**config.mk**
```make
export PLATFORM = sky130hd
export DESIGN_NAME = sram_port_arbiter
export DESIGN_NICKNAME = d
export VERILOG_FILES = /design/src/rtl/sram_arb_pkg.sv /design/src/rtl/sram_port_arbiter.sv
export SDC_FILE = /design/constraint.sdc
export NUM_CORES = 1
export LEC_CHECK = 0
export CAP_MARGIN = 20
export CORE_ASPECT_RATIO = 1.4
export CORE_MARGIN = 10
export CORE_UTILIZATION = 43
export CTS_BUF_LIST = sky130_fd_sc_hd__clkbuf_4 sky130_fd_sc_hd__clkbuf_8 sky130_fd_sc_hd__clkbuf_16
export CTS_CLUSTER_SIZE = 12
export DETAILED_ROUTE_END_ITERATION = 8
export PLACE_DENSITY = 0.81
export SYNTH_ARGS = -nofsm -noshare
export SYNTH_HDL_FRONTEND = slang
export SYNTH_SLANG_ARGS = --single-unit
```
**constraint.sdc**
```tcl
create_clock -name clk_i -period 2.12 [get_ports clk_i]
set_input_delay 0.212 -clock clk_i [delete_from_list [all_inputs] [get_ports clk_i]]
set_output_delay 0.212 -clock clk_i [all_outputs]
set_load 0.01 [all_outputs]
```
**src/rtl/sram_arb_pkg.sv**
```systemverilog
// ============================================================================
// Module      : sram_arb_pkg
// Description : Shared types and constants for the SRAM port arbiter.
// Revision    : 1.0 - initial release
// ============================================================================
`default_nettype none

package sram_arb_pkg;

    localparam int DATA_W = 32;
    localparam int BE_W   = 4;

    typedef enum logic [2:0] {
        ST_IDLE     = 3'd0,
        ST_RD       = 3'd1,
        ST_WR_SETUP = 3'd2,
        ST_WR_PULSE = 3'd3,
        ST_WR_HOLD  = 3'd4,
        ST_DONE     = 3'd5
    } state_e;

    typedef enum logic {
        OWN_IF  = 1'b0,
        OWN_MEM = 1'b1
    } owner_e;

endpackage

`default_nettype wire

```
**src/rtl/sram_port_arbiter.sv**
```systemverilog
// ============================================================================
// Module      : sram_port_arbiter
// Description : Shares one asynchronous SRAM between IF reads and MEM accesses.
// Revision    : 1.0 - initial release
// ============================================================================
`default_nettype none

module sram_port_arbiter
    import sram_arb_pkg::*;
#(
    parameter int ADDR_W    = 20,
    parameter int RD_CYCLES = 2,
    parameter int WR_CYCLES = 2
) (
    input  logic              clk_i,
    input  logic              rst_ni,
    input  logic              if_req_i,
    input  logic [ADDR_W-1:0] if_addr_i,
    output logic [31:0]       if_rdata_o,
    output logic              if_done_o,
    input  logic              mem_req_i,
    input  logic              mem_we_i,
    input  logic [3:0]        mem_be_n_i,
    input  logic [ADDR_W-1:0] mem_addr_i,
    input  logic [31:0]       mem_wdata_i,
    output logic [31:0]       mem_rdata_o,
    output logic              mem_done_o,
    output logic              busy_o,
    output logic [ADDR_W-1:0] ram_addr_o,
    output logic [3:0]        ram_be_n_o,
    output logic              ram_ce_n_o,
    output logic              ram_oe_n_o,
    output logic              ram_we_n_o,
    output logic [31:0]       ram_dq_o,
    output logic              ram_dq_oe_o,
    input  logic [31:0]       ram_dq_i
);

    localparam int CNT_MAX = (RD_CYCLES > WR_CYCLES) ? RD_CYCLES : WR_CYCLES;
    localparam int CNT_W   = $clog2(CNT_MAX + 1);
    localparam logic [CNT_W-1:0] C_RD_LAST = CNT_W'(RD_CYCLES - 1);
    localparam logic [CNT_W-1:0] C_WR_LAST = CNT_W'(WR_CYCLES - 1);

    state_e              state_q, state_d;
    owner_e              owner_q, owner_d;
    logic [CNT_W-1:0]    cnt_q, cnt_d;
    logic [BE_W-1:0]     be_lat_q, be_lat_d;
    logic [ADDR_W-1:0]   addr_q, addr_d;
    logic [DATA_W-1:0]   dq_q, dq_d;
    logic [DATA_W-1:0]   if_rdata_q, if_rdata_d;
    logic [DATA_W-1:0]   mem_rdata_q, mem_rdata_d;
    logic [BE_W-1:0]     be_n_q, be_n_d;
    logic                ce_n_q, ce_n_d;
    logic                oe_n_q, oe_n_d;
    logic                we_n_q, we_n_d;
    logic                dq_oe_q, dq_oe_d;
    logic                if_done_q, if_done_d;
    logic                mem_done_q, mem_done_d;

    always_comb begin
        state_d     = state_q;
        owner_d     = owner_q;
        cnt_d       = cnt_q + CNT_W'(1);
        be_lat_d    = be_lat_q;
        addr_d      = addr_q;
        dq_d        = dq_q;
        if_rdata_d  = if_rdata_q;
        mem_rdata_d = mem_rdata_q;

        case (state_q)
            ST_IDLE: begin
                // MEM holds the older instruction, so it wins a tie.
                if (mem_req_i) begin
                    owner_d = OWN_MEM;
                    addr_d  = mem_addr_i;
                    if (mem_we_i) begin
                        be_lat_d = mem_be_n_i;
                        dq_d     = mem_wdata_i;
                        state_d  = ST_WR_SETUP;
                    end else begin
                        state_d  = ST_RD;
                    end
                end else if (if_req_i) begin
                    owner_d = OWN_IF;
                    addr_d  = if_addr_i;
                    state_d = ST_RD;
                end
            end
            ST_RD: begin
                if (cnt_q == C_RD_LAST) begin
                    if (owner_q == OWN_IF) begin
                        if_rdata_d = ram_dq_i;
                    end else begin
                        mem_rdata_d = ram_dq_i;
                    end
                    state_d = ST_DONE;
                end
            end
            ST_WR_SETUP: state_d = ST_WR_PULSE;
            ST_WR_PULSE: begin
                if (cnt_q == C_WR_LAST) begin
                    state_d = ST_WR_HOLD;
                end
            end
            ST_WR_HOLD:  state_d = ST_DONE;
            ST_DONE:     state_d = ST_IDLE;
            default:     state_d = ST_IDLE;
        endcase

        if (state_d != state_q) begin
            cnt_d = '0;
        end

        // Pins are decoded from the next state so they change on the same edge.
        ce_n_d     = !(state_d inside {ST_RD, ST_WR_SETUP, ST_WR_PULSE, ST_WR_HOLD});
        oe_n_d     = (state_d != ST_RD);
        we_n_d     = (state_d != ST_WR_PULSE);
        dq_oe_d    = (state_d inside {ST_WR_SETUP, ST_WR_PULSE, ST_WR_HOLD});
        be_n_d     = (state_d == ST_RD) ? '0 : (dq_oe_d ? be_lat_d : '1);
        if_done_d  = (state_d == ST_DONE) && (owner_d == OWN_IF);
        mem_done_d = (state_d == ST_DONE) && (owner_d == OWN_MEM);
    end

    always_ff @(posedge clk_i or negedge rst_ni) begin
        if (!rst_ni) begin
            state_q     <= ST_IDLE;
            owner_q     <= OWN_IF;
            cnt_q       <= '0;
            be_lat_q    <= '1;
            addr_q      <= '0;
            dq_q        <= '0;
            if_rdata_q  <= '0;
            mem_rdata_q <= '0;
            be_n_q      <= '1;
            ce_n_q      <= 1'b1;
            oe_n_q      <= 1'b1;
            we_n_q      <= 1'b1;
            dq_oe_q     <= 1'b0;
            if_done_q   <= 1'b0;
            mem_done_q  <= 1'b0;
        end else begin
            state_q     <= state_d;
            owner_q     <= owner_d;
            cnt_q       <= cnt_d;
            be_lat_q    <= be_lat_d;
            addr_q      <= addr_d;
            dq_q        <= dq_d;
            if_rdata_q  <= if_rdata_d;
            mem_rdata_q <= mem_rdata_d;
            be_n_q      <= be_n_d;
            ce_n_q      <= ce_n_d;
            oe_n_q      <= oe_n_d;
            we_n_q      <= we_n_d;
            dq_oe_q     <= dq_oe_d;
            if_done_q   <= if_done_d;
            mem_done_q  <= mem_done_d;
        end
    end

    assign if_rdata_o  = if_rdata_q;
    assign if_done_o   = if_done_q;
    assign mem_rdata_o = mem_rdata_q;
    assign mem_done_o  = mem_done_q;
    assign busy_o      = (state_q != ST_IDLE);
    assign ram_addr_o  = addr_q;
    assign ram_be_n_o  = be_n_q;
    assign ram_ce_n_o  = ce_n_q;
    assign ram_oe_n_o  = oe_n_q;
    assign ram_we_n_o  = we_n_q;
    assign ram_dq_o    = dq_q;
    assign ram_dq_oe_o = dq_oe_q;

endmodule

`default_nettype wire

```
==> flow_summary.toml <==
[outcome]
status = "finished clean"

[routing]
antenna_left = 0
post_drt_via_cell_ratio = 5.126
drt-total-wl_um = 16750
drt-pass1-iter-count = 5
vias = 4034
drc = 0
dr.first_iter.drc_count = 184
routedWlPerCell_um = 21.28

[setup_path]
path_cells = "nor3_4, inv_1, clkdlybuf4s50_1"
reg2reg_depth = 5
critPathBufInv = 2
worstSetupStartpoint = "state_q[0]"
crit_type = "reg2out"
cp-start-kind = "flip-flop"
reg2reg_to = "if_rdata_o[1]"
crit_family = "buffers and inverters"
cpMaxStageDelayCell = "clkdlybuf4s50_1"
cp_max_fo = 6
r2r_setup_slack_ns = 0.26
reg2reg_from = "cnt_q[0]"
critPathMaxStageDelay_ns = 0.51
end_kind = "primary output"
crit_arrival_ns = 1.75
crit_required_ns = 1.91

[timing]
hold_ws_ns = 0.2822
final_hold_viol_count = 0
fin_ws_ns = 0.1572
tightest_slew_ns = 0.4959
fin_crit_ns = 1.963
max_slew_margin_pct = 66.52
rsz0062_at_grt = "false"
finalSetupViolCount = 0
fin_skew_ns = 0.006088
min_period_over_period_pct = 92.58
slew_viol_final = 0
setup_tns_ns = 0
timing.fmax_ghz = 0.5095

[clocking]
clock_latency_ns = 0.41
cts_tree = "yes"
htree_levels = 4
post_cts.repair.setup_buffers = 0
cts.reportedPaths.clkPinSlew_ns = 0.06
cts_made_buffers = 17
clockBufferDepth = 2
cts_num_sinks = 136
cts_root_buffer = "clkbuf_16"

[finish]
area_growth_pct = 57.30
n_antenna_cell = 0
final_util_pct = 69.00
final_nets = 735
drive_above_1_share_pct = 25.39
finalInstanceArea_um2 = 8841
fill_cells = 922

[placed_design]
dpl.hpwl_um = 12780
gp_congestion = 0.7758
io_buffers = 239
pre_cts_slack_ns = 0.2450
placed_area_um2 = 8193

[logic_synthesis]
syn_area_um2 = 5620
synth_nets = 485
syn_inst = 371
yosysTopAreaCell = "dfrtp_1"
synth_top_area_share_pct = 55.65
synth_area_leaders = "dfrtp_1, mux2_2, mux2_4"
synth_seq_cells = 136
synth-seq-area-share_pct = 60.80
yosysUniqueCellTypes = 32
yosysWarnings = 0
avgSynthCellArea_um2 = 15.15

[floorplan]
start_util_pct = 43.86
rows = 49
die_x_um = 116.6
die_h_um = 155.3
coreArea_um2 = 12810
ioPinCount = 240
dieArea_um2 = 18110

[global_routing]
grt_pass1_wl_um = 25670
grt_pass1_vias = 4573
grt_max_degree = 54
grt_usage_pct = 18.64
antenna_found_initial = 0
gr-total-overflow = 0

[power_and_ir_drop]
leakage_nw = 3.756
ir_drop_mv = 0.6449
power_density_nw_per_um2 = 1573

[min_path]
worst_hold_path_type = "in2async"

[flow_run]
maxCapViolCount = 0
power by group:
part           switching (mW)  total (mW)  internal [mW]
registers               0.731        4.71           3.98
clock network            1.09        3.12           2.03
logic                    2.40        6.08           3.68
total                    4.22        13.9           9.69
area by class of cell:
type / instances / area [µm²] / share of cell area [%]
flip-flops and latches: 136 / 3417 / 38.65
repair buffers: 255 / 2566 / 29.03
multi-input cells: 208 / 2017 / 22.81
clock buffers: 23 / 501.7 / 5.675
well taps: 153 / 191.4 / 2.165
clock inverters: 9 / 136.4 / 1.543
inverters: 3 / 11.26 / 0.1274
per-stage QoR:
step,total power [mW],std cells
floorplan,7.368,371
global placement,10.63,754
detailed placement,10.87,754
CTS,14.10,787
global route,14.65,787
finish,13.91,787
timing repair:
item / in CTS / in global routing
hold endpoints to repair: 28 / 0
hold buffers: 1 / 0
gates resized for setup: 0 / 0
per-layer routing:
metal | share of wire [%] | vias to the layer above | track usage (%) | wire length [µm]
met2 | 56 | 162 | 33.77 | 9323
met1 | 35 | 2029 | 18.84 | 5920
li1 | - | 1818 | - | -
met3 | 6.6 | 25 | 5.966 | 1105
met5 | 0 | - | 0 | 0
met4 | 2.4 | 0 | 8.146 | 401
flip-flops by register name, indices dropped and copies added (netlist names):
register,flops
ram_we_n_o,1
ram_addr_o,20
if_rdata_o,32
ram_ce_n_o,1
mem_done_o,1
ram_oe_n_o,1
state_q,3
mem_rdata_o,32
be_lat_q,4
ram_dq_oe_o,1
if_done_o,1
ram_be_n_o,4
ram_dq_o,32
owner_q,1
cnt_q,2
how the worst max path moves through the flow:
stage               slack [ns]  cells past startpoint             end
detailed placement        0.25                      6  ram_addr_o[16]
global route              0.06                      3          busy_o
finish                    0.16                      3          busy_o
floorplan                 0.44                      5  if_rdata_o[10]
global placement          0.30                      5   ram_be_n_o[1]
CTS                       0.11                      3          busy_o
cell usage after synthesis:
library cell	n
nor4_4	1
a2111oi_4	2
nor3b_1	2
a21o_1	1
buf_8	3
o21ai_0	48
nor3_4	1
and3b_1	2
dfstp_2	11
dfrtp_1	125
clkbuf_1	9
ha_1	1
mux2_1	4
or4b_1	1
inv_1	3
buf_2	6
nand4_2	1
o21bai_1	1
nand2b_1	2
buf_6	6
and3_1	1
a22o_1	4
mux2_4	32
mux2_2	64
nand3b_1	1
nand2_1	5
a22oi_1	1
o31a_1	1
o311ai_0	1
nor2_1	9
nand3_1	1
mux2i_1	21
cells in the final DEF (no fill, tap or decap), types with 2 or more instances in the layout:
master           count
dfrtp_1            125
bufinv_16            3
clkinvlp_4           2
mux2_2              64
inv_1                3
nor2_1               9
clkdlybuf4s50_1    238
and3b_1              2
o21ai_0             48
nand2_1              5
clkbuf_16           17
nand2b_1             2
buf_12               4
buf_4               11
inv_6                2
mux2i_1             21
a22o_1               4
mux2_4              32
clkbuf_8             5
a2111oi_4            2
mux2_1               4
dfstp_2             11
nor3b_1              2
cells by family after synthesis:
logic type,share of synthesized area (%)
AO/OA/AOI/OAI,6.590
buffers and inverters,3.339
adder cells (fa/ha/maj),0.2226
multiplexers,25.91
AND/OR/NAND/NOR,3.139
flip-flops,60.80
Power figures use the tool's default switching activity.
